### config.mk
export PLATFORM = sky130hd
export DESIGN_NAME = alu_pipe
export DESIGN_NICKNAME = d
export VERILOG_FILES = /design/src/rtl/alu_pkg.sv /design/src/rtl/alu_mul_iter.sv /design/src/rtl/alu_pipe.sv
export SDC_FILE = /design/constraint.sdc
export NUM_CORES = 1
export LEC_CHECK = 0
export ABC_CLOCK_PERIOD_IN_PS = 6300
export CAP_MARGIN = 20
export CORE_ASPECT_RATIO = 0.9
export CORE_MARGIN = 2
export CORE_UTILIZATION = 25
export CTS_BUF_LIST = sky130_fd_sc_hd__clkbuf_8
export CTS_CLUSTER_SIZE = 30
export DETAILED_ROUTE_END_ITERATION = 12
export SYNTH_ARGS = -nofsm -noshare
export SYNTH_HDL_FRONTEND = slang
export SYNTH_SLANG_ARGS = --single-unit
export TNS_END_PERCENT = 5
### constraint.sdc
create_clock -name clk -period 6.3 [get_ports clk]
set_input_delay 1.26 -clock clk [delete_from_list [all_inputs] [get_ports clk]]
set_output_delay 1.26 -clock clk [all_outputs]
set_load 0.05 [all_outputs]
### src/rtl/alu_pkg.sv
// Shared opcode and FSM state definitions for the pipelined ALU.
package alu_pkg;

  localparam logic [3:0] OP_AND = 4'b0000;
  localparam logic [3:0] OP_OR  = 4'b0001;
  localparam logic [3:0] OP_ADD = 4'b0010;
  localparam logic [3:0] OP_SUB = 4'b0110;
  localparam logic [3:0] OP_SLT = 4'b0111;
  localparam logic [3:0] OP_NOR = 4'b1100;
  localparam logic [3:0] OP_MUL = 4'b1000;

  typedef enum logic [1:0] {
    IDLE    = 2'd0,
    MUL_RUN = 2'd1,
    HOLD    = 2'd2
  } state_e;

endpackage

### src/rtl/alu_mul_iter.sv
// Iterative shift-add multiplier: one partial-product step per cycle, fixed
// WIDTH-cycle run after start. done is asserted on the final step, and product
// already includes that step's contribution so the caller can register it.
module alu_mul_iter #(
  parameter int WIDTH = 64
) (
  input  logic             clk,
  input  logic             reset,
  input  logic             start,
  input  logic [WIDTH-1:0] A,
  input  logic [WIDTH-1:0] B,
  output logic             done,
  output logic [WIDTH-1:0] product
);

  localparam int CW = (WIDTH > 1) ? $clog2(WIDTH) : 1;

  logic [WIDTH-1:0] mcand_q, mplier_q, acc_q;
  logic [CW-1:0]    cnt_q;
  logic             run_q;
  logic [WIDTH-1:0] acc_d;

  // Accumulator next value for the current step (add multiplicand when LSB set).
  always_comb begin
    acc_d = acc_q;
    if (mplier_q[0]) acc_d = acc_q + mcand_q;
  end

  assign done    = run_q && (cnt_q == CW'(WIDTH - 1));
  assign product = acc_d;

  // Operand capture on start, then one shift-add step per cycle until the last count.
  always_ff @(posedge clk) begin
    if (reset) begin
      mcand_q  <= '0;
      mplier_q <= '0;
      acc_q    <= '0;
      cnt_q    <= '0;
      run_q    <= 1'b0;
    end else if (start) begin
      mcand_q  <= A;
      mplier_q <= B;
      acc_q    <= '0;
      cnt_q    <= '0;
      run_q    <= 1'b1;
    end else if (run_q) begin
      acc_q    <= acc_d;
      mcand_q  <= mcand_q << 1;
      mplier_q <= mplier_q >> 1;
      cnt_q    <= cnt_q + CW'(1);
      if (done) run_q <= 1'b0;
    end
  end

endmodule

### src/rtl/alu_pipe.sv
// Handshaked ALU with a registered output stage. Single-cycle ops land in HOLD
// one cycle after accept; MUL runs through the iterative multiplier for WIDTH
// cycles. HOLD passes in_ready through from out_ready for 1 op/cycle throughput.
module alu_pipe
  import alu_pkg::*;
#(
  parameter int WIDTH  = 64,
  parameter bit MUL_EN = 1'b1
) (
  input  logic             clk,
  input  logic             reset,
  input  logic             in_valid,
  output logic             in_ready,
  input  logic [WIDTH-1:0] A,
  input  logic [WIDTH-1:0] B,
  input  logic [3:0]       ALUcontrol,
  output logic             out_valid,
  input  logic             out_ready,
  output logic [WIDTH-1:0] ALUresult,
  output logic             Zero,
  output logic             Overflow,
  output logic             Illegal,
  output logic             busy
);

  state_e           state_q;
  logic [WIDTH-1:0] res_q, res_d;
  logic             zero_q, ovf_q, ovf_d, ill_q, ill_d;
  logic             vld_q, busy_q;
  logic [WIDTH-1:0] sum, diff;
  logic             accept, is_mul;
  logic             mul_done;
  logic [WIDTH-1:0] mul_product;

  assign in_ready = (state_q == IDLE) || ((state_q == HOLD) && out_ready);
  assign accept   = in_valid && in_ready;
  assign is_mul   = MUL_EN && (ALUcontrol == OP_MUL);

  assign sum  = A + B;
  assign diff = A - B;

  // Single-cycle result, overflow and illegal decode from the live inputs.
  always_comb begin
    res_d = '0;
    ovf_d = 1'b0;
    ill_d = 1'b0;
    case (ALUcontrol)
      OP_AND: res_d = A & B;
      OP_OR:  res_d = A | B;
      OP_ADD: begin
        res_d = sum;
        ovf_d = (A[WIDTH-1] == B[WIDTH-1]) && (sum[WIDTH-1] != A[WIDTH-1]);
      end
      OP_SUB: begin
        res_d = diff;
        ovf_d = (A[WIDTH-1] != B[WIDTH-1]) && (diff[WIDTH-1] != A[WIDTH-1]);
      end
      OP_SLT: res_d = {{(WIDTH-1){1'b0}}, ($signed(A) < $signed(B))};
      OP_NOR: res_d = ~(A | B);
      default: ill_d = 1'b1;  // MUL is handled by the FSM when enabled
    endcase
  end

  generate
    if (MUL_EN) begin : g_mul
      alu_mul_iter #(.WIDTH(WIDTH)) u_mul (
        .clk     (clk),
        .reset   (reset),
        .start   (accept && is_mul),
        .A       (A),
        .B       (B),
        .done    (mul_done),
        .product (mul_product)
      );
    end else begin : g_no_mul
      assign mul_done    = 1'b0;
      assign mul_product = '0;
    end
  endgenerate

  // Control FSM; result and flags are always written together as one set.
  always_ff @(posedge clk) begin
    if (reset) begin
      state_q <= IDLE;
      res_q   <= '0;
      zero_q  <= 1'b0;
      ovf_q   <= 1'b0;
      ill_q   <= 1'b0;
      vld_q   <= 1'b0;
      busy_q  <= 1'b0;
    end else begin
      case (state_q)
        IDLE, HOLD: begin
          if (accept) begin
            if (is_mul) begin
              state_q <= MUL_RUN;
              vld_q   <= 1'b0;
              busy_q  <= 1'b1;
            end else begin
              state_q <= HOLD;
              vld_q   <= 1'b1;
              res_q   <= res_d;
              zero_q  <= (res_d == '0);
              ovf_q   <= ovf_d;
              ill_q   <= ill_d;
            end
          end else if (vld_q && out_ready) begin
            state_q <= IDLE;
            vld_q   <= 1'b0;
          end
        end
        MUL_RUN: begin
          if (mul_done) begin
            state_q <= HOLD;
            vld_q   <= 1'b1;
            busy_q  <= 1'b0;
            res_q   <= mul_product;
            zero_q  <= (mul_product == '0);
            ovf_q   <= 1'b0;
            ill_q   <= 1'b0;
          end
        end
        default: state_q <= IDLE;
      endcase
    end
  end

  assign out_valid = vld_q;
  assign ALUresult = res_q;
  assign Zero      = zero_q;
  assign Overflow  = ovf_q;
  assign Illegal   = ill_q;
  assign busy      = busy_q;

endmodule

==> flow_metrics.tcl <==
set metrics [dict create \
    outcome "finished, final reports clean" \
    cpLargestDelayFamily "simple AND/OR/NAND/NOR gates" \
    p_per_area_nw_per_um2 174 \
    detail_route.first_pass.iterations 6 \
    nets 4749 \
    tritoncts "built" \
    synthesized_area_per_cell_sq_um 7.31 \
    worst_path_max_delay_cell "sky130_fd_sc_hd__or4_1" \
    switching_power_uw 2370 \
    cts.htree.levels 2 \
    synth_fp_nets 4309 \
    via_count_of_the_first_global_routing_pass 30900 \
    first_pass_grt_wire_length_um 204000 \
    post-route-drc-count 0 \
    grt_start_max_net_pins 94 \
    skew_ns 0.0482 \
    floorplan.initialDensity_pct 25.2 \
    buffers_from_clock_root_to_sink_at_most 3 \
    layout-drive-gt1-share_pct 14.2 \
    design.portCount 206 \
    detail-route-antenna-nets 0 \
    finalWeightedCongestion 0.969 \
    chipWidth_um 360 \
    wirelength_um 139000 \
    worstPathArrival_ns 6.74 \
    synth_edf_count 0 \
    power_frac_comb_pct 34.6 \
    chipHeight_um 324 \
    p_clk_share_pct 36.2 \
    crit_path_frequent_cell "sky130_fd_sc_hd__or4_1" \
    synth_seq_cells 270 \
    criticalPathCategory "in -> reg" \
    cts_repair_resize_count 0 \
    place.detailed.hpwl_um 111000 \
    grt_setup_unrepaired "false" \
    maxSlewViolCount 0 \
    cap_viol_max_count 0 \
    grt_antenna_before_repair 8 \
    crit_cells 19 \
    grt_remaining_overflow 0 \
    cellLeakagePower_uw 0.0143 \
    root_buffer "sky130_fd_sc_hd__clkbuf_8" \
    fin_setup_tns_ns 0 \
    slew_headroom_pct 24.7 \
    report.final.hold_viol_count 0 \
    achievable-frequency_ghz 0.165 \
    core_sq_um 113000 \
    timing.hold.worst.class "reg -> reg" \
    timing.critical_path.from_type "input port" \
    vias 32800 \
    critical_path.endpoint_type "flop" \
    hold-path-cell-count 2 \
    sink_count 270 \
    slowest_delay_ns 0.62 \
    finalCriticalPeriod_ns 6.07 \
    worst-r2r-cell-count 14 \
    report.final.setup_viol 0 \
    cts_buffers 56 \
    power.share.switching_pct 37.6 \
    fp-row-count 117 \
    p_seq_share_pct 29.2 \
    worst_skew_pair.late_latency_ns 0.77 \
    worst-slew-pin-transition_ns 1.12 \
    post_cts_hold_buffer_count 0 \
    most_frequent_standard_cell_in_the_layout_excluding_fill_and_tap_cells "sky130_fd_sc_hd__nor2_1" \
    final_core_util_pct 31.9 \
    wire_per_inst_um 23.6 \
    syn2layout_area_growth_pct 26.7 \
    final_cycle_share_pct 96.4 \
    worst-path-buf-inv 4 \
    drt_first_iter_violations 3284 \
    synth.yosys.warnings 0 \
    power_report.internal_total_uw 3920 \
    asyncSetResetFlopFracSynth_pct 0 \
    cp_max_fo 3 \
    max-vdd-ir-drop_mv 0.122 \
    cts.repair_timing.setup_buffer_count 0 \
    highest_count_cells_in_the_layout_ignoring_fill_and_taps "sky130_fd_sc_hd__nor2_1 (566), sky130_fd_sc_hd__buf_4 (419), sky130_fd_sc_hd__a21oi_1 (311)" \
    clkTransAtPathRegs_ns 0.06 \
    avgViaCountPerCell 5.59 \
    dieArea_sq_um 117000 \
    grt_util_all_layers_pct 22.8 \
    ys_types 107 \
    critical_path.cell_chain "clkdlybuf4s50_1 -> buf_4 -> inv_1 -> ha_1 -> fa_1 -> o21bai_1 -> nand3_1 -> a21oi_2 -> o211ai_1 -> buf_4 -> a21oi_1 -> nand4bb_1 -> o2bb2ai_1 -> o211ai_1 -> or4_1 -> or4_1 -> or4_1 -> nor2_1 -> a31o_1" \
    synth_seq_area_share_pct 19.0 \
    timing.critical_path.required_ns 6.96 \
    dominantRegCellSynth "sky130_fd_sc_hd__dfxtp_1" \
    synth_area_sq_um 28500 \
    syn_inst 3894 \
    port-buffer-count 205 \
]
## logic make-up (layout without fill, tap and decap cells)
group | Yosys count | count (layout) | synth area share (%)
AO/OA/AOI/OAI | 1322 | 1322 | 32.8
multiplexers | 169 | 169 | 5.96
XOR/XNOR | 48 | 48 | 1.48
flip-flops | 270 | 270 | 19.0
buffers and inverters | 470 | 954 | 6.57
AND/OR/NAND/NOR | 1336 | 1336 | 21.9
adder cells (fa/ha/maj) | 279 | 279 | 12.3
other | 0 | 3 | 0
## area by class of cell
class | instances | area (sq um)
clock inverters | 34 | 394
well taps | 1487 | 1860
clock buffers | 68 | 936
flip-flops and latches | 270 | 5410
diodes | 3 | 7.51
fillers | 12200 | 76900
multi-input cells | 3154 | 21300
repair buffers | 634 | 5400
inverters | 218 | 818
## state kept, by name, indices dropped and copies added (netlist names)
register              flops
g_mul.u_mul.mplier_q     64
g_mul.u_mul.acc_q        64
Zero                      1
g_mul.u_mul.cnt_q         6
busy                      1
ALUresult                64
state_q                   2
Overflow                  1
g_mul.u_mul.mcand_q      64
g_mul.u_mul.run_q         1
Illegal                   1
out_valid                 1
## cell usage after synthesis, drive strengths merged, types with 43 or more instances
cell,number,area [sq um]
dfxtp,270,5410
buf,43,221
nand4,64,400
inv,218,818
o21ai,172,861
nor3,74,380
a21o,45,338
nand3,74,370
nand2,280,1050
a221oi,91,803
nor4,55,369
a211oi,220,1670
mux2i,164,1640
a21oi,317,1620
clkbuf,208,822
nor2,567,2130
ha,276,3450
## path summary, 6_finish.rpt
kind	from	end	slack (ns)
max	A[0]	Zero$_SDFFE_PP0P_	0.23
min	Illegal$_SDFFE_PP0P_	Illegal$_SDFFE_PP0P_	0.46
max reg2reg	g_mul.u_mul.mcand_q[23]$_SDFFE_PP0P_	Zero$_SDFFE_PP0P_	0.86
min reg2reg	Illegal$_SDFFE_PP0P_	Illegal$_SDFFE_PP0P_	0.46
## power by group through the flow
stage / clock [uW] / sequential, uW / combinational, uW
after detailed placement: 0 / 1870 / 2110
after CTS: 2330 / 1840 / 2120
after global placement: 0 / 1870 / 2120
final: 2280 / 1840 / 2170
after global routing: 2390 / 1840 / 2310
after floorplan: 0 / 1930 / 1050
## per-layer routing
metal	vias to the layer above	global-route usage, %	share of wire, %
li1	15500	-	-
met1	15800	32.9	46
met2	1398	34.3	42
met3	151	4.68	9.5
met4	4	5.97	2.4
met5	-	0	0.017
## worst reg2reg max path: cells and delay by family, from the launching register on
kind	cells	cell delay, ns
DFF	1	0.36
AOI/OAI and AO/OA	7	3.01
and+or+nand+nor	6	1.53
adders and majority gates	1	0.45
## through the flow
stage / worst slack (ns) / cell area [sq um] / hold WS (ns) / cells / power, uW
2_1_floorplan: 0.843 / 28500 / 0.454 / 3894 / 2970
3_3_place_gp: -0.396 / 34800 / 0.448 / 5763 / 3990
3_5_place_dp: -0.487 / 34800 / 0.452 / 5763 / 3980
4_1_cts: 0.270 / 36100 / 0.457 / 5865 / 6280
5_1_grt: 0.0779 / 36100 / 0.502 / 5867 / 6540
6_report: 0.226 / 36100 / 0.459 / 5868 / 6290
Note: power is estimated with default switching activity, not from simulation.
